===== src/rtl/mmcm_ps_servo.sv =====
`default_nettype none
// +----------------------------------------------------------------------------+
// | mmcm_ps_servo: closed-loop MMCM dynamic phase-shift servo (PSCLK domain).  |
// | Optional lock detect: define MMCM_PS_SERVO_LOCK_DETECT_EN.                 |
// | Revision: 1.0                                                              |
// +----------------------------------------------------------------------------+
module mmcm_ps_servo #(
  parameter int WIN_LOG2     = 8,
  parameter int THRESH       = 16,
  parameter int POS_W        = 16,
  parameter int POS_MAX      = 1120,
  parameter int TIMEOUT      = 64,
  parameter int LOCK_WINDOWS = 4
) (
  input  logic                    clk_in,
  input  logic                    reset_in,
  input  logic                    enable,
  input  logic                    mmcm_locked,
  input  logic                    pd_valid,
  input  logic                    pd_late,
  output logic                    psen,
  output logic                    psincdec,
  input  logic                    psdone,
  output logic signed [POS_W-1:0] phase_pos,
  output logic                    at_limit,
  output logic                    timeout_err,
  output logic                    in_lock
);

  localparam int ACC_W = WIN_LOG2 + 2;
  localparam int TMO_W = $clog2(TIMEOUT + 1);
  localparam logic signed [ACC_W-1:0] C_THRESH_P = ACC_W'(THRESH);
  localparam logic signed [ACC_W-1:0] C_THRESH_N = ACC_W'(-THRESH);
  localparam logic signed [POS_W-1:0] C_POS_MAX  = POS_W'(POS_MAX);
  localparam logic signed [POS_W-1:0] C_POS_MIN  = POS_W'(-POS_MAX);
  localparam logic [WIN_LOG2-1:0]     C_WIN_LAST = '1;
  localparam logic [TMO_W-1:0]        C_TMO_LAST = TMO_W'(TIMEOUT - 1);

  typedef enum logic [2:0] {
    S_IDLE   = 3'd0,
    S_ACCUM  = 3'd1,
    S_DECIDE = 3'd2,
    S_STEP   = 3'd3,
    S_WAIT   = 3'd4
  } state_t;

  state_t                   state_q, state_d;
  logic signed [ACC_W-1:0]  acc_q, acc_d;
  logic [WIN_LOG2-1:0]      win_cnt_q, win_cnt_d;
  logic [TMO_W-1:0]         tmo_cnt_q, tmo_cnt_d;
  logic signed [POS_W-1:0]  pos_q, pos_d;
  logic                     incdec_q, incdec_d;
  logic                     at_limit_q, at_limit_d;
  logic                     tmo_err_q, tmo_err_d;
  logic                     w_run, w_up, w_dn;

  assign w_run = enable & mmcm_locked;
  assign w_up  = (acc_q >= C_THRESH_P);
  assign w_dn  = (acc_q <= C_THRESH_N);

  always_comb begin
    state_d    = state_q;
    acc_d      = acc_q;
    win_cnt_d  = win_cnt_q;
    tmo_cnt_d  = tmo_cnt_q;
    pos_d      = pos_q;
    incdec_d   = incdec_q;
    at_limit_d = at_limit_q;
    tmo_err_d  = tmo_err_q & enable;
    psen       = 1'b0;
    case (state_q)
      S_IDLE: begin
        if (w_run) begin
          state_d   = S_ACCUM;
          acc_d     = '0;
          win_cnt_d = '0;
        end
      end
      S_ACCUM: begin
        if (!w_run) begin
          state_d = S_IDLE;
        end else begin
          if (pd_valid) acc_d = pd_late ? acc_q + ACC_W'(1) : acc_q - ACC_W'(1);
          win_cnt_d = win_cnt_q + WIN_LOG2'(1);
          if (win_cnt_q == C_WIN_LAST) state_d = S_DECIDE;
        end
      end
      S_DECIDE: begin
        if (!w_run) begin
          state_d = S_IDLE;
        end else if (w_up && (pos_q < C_POS_MAX)) begin
          state_d    = S_STEP;
          incdec_d   = 1'b1;
          at_limit_d = 1'b0;
        end else if (w_dn && (pos_q > C_POS_MIN)) begin
          state_d    = S_STEP;
          incdec_d   = 1'b0;
          at_limit_d = 1'b0;
        end else begin
          at_limit_d = w_up | w_dn;
          state_d    = S_ACCUM;
          acc_d      = '0;
          win_cnt_d  = '0;
        end
      end
      S_STEP: begin
        tmo_cnt_d = '0;
        // Lock may vanish after DECIDE; never pulse PSEN into an unlocked MMCM.
        if (mmcm_locked) begin
          psen    = 1'b1;
          state_d = S_WAIT;
        end else begin
          state_d = S_IDLE;
        end
      end
      S_WAIT: begin
        if (psdone) begin
          pos_d = incdec_q ? pos_q + POS_W'(1) : pos_q - POS_W'(1);
          if (w_run) begin
            state_d   = S_ACCUM;
            acc_d     = '0;
            win_cnt_d = '0;
          end else begin
            state_d = S_IDLE;
          end
        end else if (tmo_cnt_q == C_TMO_LAST) begin
          tmo_err_d = enable;
          state_d   = S_IDLE;
        end else begin
          tmo_cnt_d = tmo_cnt_q + TMO_W'(1);
        end
      end
      default: state_d = S_IDLE;
    endcase
  end

  always_ff @(posedge clk_in) begin
    if (reset_in) begin
      state_q    <= S_IDLE;
      acc_q      <= '0;
      win_cnt_q  <= '0;
      tmo_cnt_q  <= '0;
      pos_q      <= '0;
      incdec_q   <= 1'b0;
      at_limit_q <= 1'b0;
      tmo_err_q  <= 1'b0;
    end else begin
      state_q    <= state_d;
      acc_q      <= acc_d;
      win_cnt_q  <= win_cnt_d;
      tmo_cnt_q  <= tmo_cnt_d;
      pos_q      <= pos_d;
      incdec_q   <= incdec_d;
      at_limit_q <= at_limit_d;
      tmo_err_q  <= tmo_err_d;
    end
  end

  assign psincdec    = incdec_q;
  assign phase_pos   = pos_q;
  assign at_limit    = at_limit_q;
  assign timeout_err = tmo_err_q;

`ifdef MMCM_PS_SERVO_LOCK_DETECT_EN
  localparam int QW = $clog2(LOCK_WINDOWS + 1);
  localparam logic [QW-1:0] C_LOCK_N = QW'(LOCK_WINDOWS);

  logic [QW-1:0] quiet_q, quiet_d;
  logic          w_quiet;

  assign w_quiet = (state_q == S_DECIDE) && w_run && !(w_up || w_dn);

  always_comb begin
    quiet_d = quiet_q;
    if ((state_d == S_STEP) || (state_d == S_IDLE)) begin
      quiet_d = '0;
    end else if (w_quiet && (quiet_q != C_LOCK_N)) begin
      quiet_d = quiet_q + QW'(1);
    end
  end

  always_ff @(posedge clk_in) begin
    if (reset_in) quiet_q <= '0;
    else          quiet_q <= quiet_d;
  end

  assign in_lock = (quiet_q == C_LOCK_N);
`else
  assign in_lock = 1'b0;
`endif

endmodule
`default_nettype wire


===== config.mk =====
export PLATFORM = sky130hd
export DESIGN_NAME = mmcm_ps_servo
export DESIGN_NICKNAME = d
export VERILOG_FILES = /design/src/rtl/mmcm_ps_servo.sv
export SDC_FILE = /design/constraint.sdc
export NUM_CORES = 1
export LEC_CHECK = 0
export ABC_CLOCK_PERIOD_IN_PS = 2590
export BUFFER_PORTS_ARGS = -buffer_cell sky130_fd_sc_hd__buf_2
export CAP_MARGIN = 20
export CORE_MARGIN = 1
export CORE_UTILIZATION = 40
export DETAILED_ROUTE_END_ITERATION = 8
export GPL_TIMING_DRIVEN = 0
export PLACE_DENSITY = 0.6
export SLEW_MARGIN = 40
export SYNTH_ARGS = -nofsm -noshare
export SYNTH_HDL_FRONTEND = slang
export SYNTH_SLANG_ARGS = --single-unit

===== constraint.sdc =====
create_clock -name clk_in -period 2.59 [get_ports clk_in]
set_input_delay 0.259 -clock clk_in [delete_from_list [all_inputs] [get_ports clk_in]]
set_output_delay 0.259 -clock clk_in [all_outputs]
set_load 0.005 [all_outputs]

==> summary.txt <==
Logic synthesis
  • Yosys cell types: 60
  • Top-count cell post-synth: dfxtp_1
  • Average cell area after synthesis: around 8 um2
  • Cell count after synthesis: between 300 and 400
  • Share of the synthesized area in the top cell type: 0.300
  • Commonest cells in the netlist: 47 x dfxtp_1, 39 x nor2_1, 37 x nand2_1, 32 x a21oi_1, 24 x ha_1
  • Post-Synthesis Cell Area: between 3000 and 4000 um2
  • Post-synthesis register bit count: 47
  • Mapped Nets: 416
  • Sequential share of the synthesized area: 0.300
  • Leading area contributor after synthesis: dfxtp_1
  • Number of flops mapped to enable cells by yosys: 0
  • FFs w/ async S/R, synth: 0
  • Ys Warns: 0
  • Largest cells by area after synthesis: dfxtp_1 30%, ha_1 9.6%, a21oi_1 5.1%
  • Main synth FF type: dfxtp_1

Power
  • Pwr Total: approximately 1300 uW
  • Pleak: about 0.0016 uW
  • Peak VDD IR: ~0.14 mV
  • Pwr dens: between 300 and 400 nW/um2

Flow run
  • Max_cap viols: 0

STA
  • FMAX: between 0.3 and 0.4 GHz
  • Final period util: 0.970
  • Pins over their slew limit: 0
  • Final Hold Vio Count: 0
  • Skew final: about 0.013 ns
  • Worst Max-Slew Pin Slew: between 0.6 and 0.7 ns
  • Min Hold Slack: 0.221 ns
  • Final count of negative-setup-slack endpoints: 0
  • Slew headroom: 0.528
  • Crit path time final: roughly 2.5 ns

Route
  • Drt first-iter violations: approximately 120
  • TritonRoute pass-1 iters: 4
  • DR vias: between 2k and 3k
  • Vias/cell: between 5 and 6
  • DRC: 0
  • DRT antenna net count: 0
  • Overall routed net length: around 7.7 mm
  • Avg WL per Cell: approximately 15 um

Critical path
  • FF-to-FF Start: psincdec
  • Largest delay share family, worst path: compound AO/OA/AOI/OAI gates
  • Reg-to-reg slack, setup: around 0.078 ns
  • Worst Setup SP: psincdec
  • Data arrival, critical path: between 2 and 3 ns
  • R2r endpoint: phase_pos[15]
  • Setup crit end: phase_pos[15]
  • Critical path endpoint category: flop
  • Reg2Reg Depth: 9
  • Stages on the worst setup path: 9
  • CP peak stage delay: 0.40 ns
  • Slowest CP cell: a2111oi_4
  • CP max FO: 7
  • Worst path cell trace: clkinvlp_4, buf_12, ha_4, a2111oi_4, o21ai_4, a41o_1, a31oi_4, mux2i_1, mux2_2
  • CP bufs+invs: 2
  • Critical path required time: roughly 2.8 ns
  • Worst setup path class: flop to flop
  • Type of origin of the critical path: flop

Global route
  • Grt ovf: 0
  • Largest net degree at the start of global routing: 14
  • Initial antenna violation count: 0
  • Vias in the first global route: 2839
  • First-pass GRT wire length: around 13 mm
  • Overall Global Routing Usage: 0.196

Finish
  • Area added between synthesis and finish: 17.6%
  • Non-Filler Instances: between 500 and 600
  • Diodes inserted: 0
  • Nets@finish: 454
  • Post-route cell area: 3690 um2
  • Layout cells sized above 1: 0.164

Place
  • Dpl cells: around 500
  • Placed instance area: between 3000 and 4000 um2
  • Port Buffers: 25
  • DP HPWL: 5.69 mm
  • Final Wtd Congestion: between 0.8 and 0.9

Clock network
  • Clock Path Buffers: 2
  • CTS H-Tree Depth: 2
  • CTS Buf Count: 5
  • CTS tree: yes
  • Hold-fix buffers, CTS: 0
  • Clk_lat worst skew: between 0.3 and 0.4 ns
  • CTS clk-pin slew, worst paths: roughly 0.1 ns
  • Sink Count: 47
  • Root Driver: clkbuf_8

Floorplan
  • Chip width: slightly above 90 um
  • Core Footprint: around 7400 um2
  • Site Rows: 31
  • Initial core utilization: 0.424
  • Die Y: ~91 um
  • I/O pin count: 28
  • Die area: 8210 um2

Outcome
  • Status: completed

Min path
  • Hold Path Class: input port to flop
-- metrics by stage --
step                      utilization  setup TNS [ns]  setup WS, ns
after detailed placement        0.458           -1.14        -0.472
after floorplan                     -               0       0.00795
after global placement          0.458           -1.13        -0.446
final                           0.498               0        0.0778
after CTS                       0.487               0       0.00422
after global routing            0.498       -0.000703     -0.000703
-- cell usage in the layout, fill, tap and decap left out, types with 3 or more instances in the layout --
cell      Yosys  layout
dfxtp_1      47      46
nor2_1       39      39
nand2_1      37      37
a21oi_1      32      31
buf_2         0      25
ha_1         24      20
o21ai_0      20      17
inv_1        13      12
xnor2_1      12      12
clkbuf_1     10      11
xor2_1       11      11
nor3_1       10      10
and3_1        9       9
nand3_1       7       7
a21o_1        7       7
nand4_1       7       7
clkbuf_8      0       7
o211ai_1      6       6
buf_4         1       6
or2_2         5       5
nand2b_1      5       5
nor2b_1       5       5
a22o_1        5       5
a211oi_1      5       4
o31ai_1       4       4
nor4_1        4       4
ha_4          0       4
a211o_1       3       3
o21ai_1       2       3
mux2i_1       3       3
a41o_1        3       3
o21bai_1      3       3
-- sequential cells by signal (all words and copies together) (netlist names) --
register and count:
psincdec 1, tmo_cnt_q 7, win_cnt_q 8, phase_pos 16, state_q 3, at_limit 1
timeout_err 1, acc_q 10
-- worst reg2reg max path, cell delays in order, from the launching register on --
cell	delay [ns]
dfxtp_4	0.37
clkinvlp_4	0.10
buf_12	0.15
ha_4	0.26
a2111oi_4	0.40
o21ai_4	0.14
a41o_1	0.26
a31oi_4	0.17
mux2i_1	0.22
mux2_2	0.35
-- layout make-up --
class	instances	area (um2)
multi-input combinational	312	2240
sequential	47	945
inverter	13	52.6
buffer	11	45.0
clock buffer	8	100
fill	729	3720
timing repair buffer	31	183
tap	99	124
-- where the power goes --
part           internal [uW]  switching [uW]
Sequential               724            2.68
Combinational           30.4            53.6
Clock                    244             258
Total                    999             315
-- what timing repair did --
| item | in CTS | in global routing |
|---|---|---|
| buffers inserted | 5 | 1 |
| endpoints found under the setup margin | 5 | 6 |
| pin swaps | 4 | 5 |
| endpoints found under the hold margin | 0 | 0 |
| gates resized for setup | 13 | 13 |
| gates cloned | 0 | 0 |
-- worst min path at each step --
| stage | startpoint | depth (start not counted) | endpoint |
|---|---|---|---|
| after floorplan | mmcm_locked | 2 | state_q[2] |
| after global placement | tmo_cnt_q[6] | 1 | tmo_cnt_q[6] |
| after detailed placement | tmo_cnt_q[6] | 1 | tmo_cnt_q[6] |
| after CTS | mmcm_locked | 3 | state_q[2] |
| after global routing | enable | 2 | timeout_err |
| final | mmcm_locked | 3 | state_q[2] |
-- cells by family after synthesis --
family,synth area share
and+or+nand+nor,0.228
buffers and inverters,0.0299
other,0.00119
adders and majority gates,0.108
DFF,0.300
xor gates and xnor gates,0.0641
AOI/OAI and AO/OA,0.252
muxes,0.0167
-- metal layers --
layer	up-vias	routed length, um	global-route usage	share of wire
met2	45	3620	0.331	0.47
met5	-	0	0	0
met4	0	140	0.0699	0.018
met1	1369	3650	0.249	0.48
li1	1479	-	-	-
met3	12	249	0.0328	0.032
(Power assumes the default switching activity.)
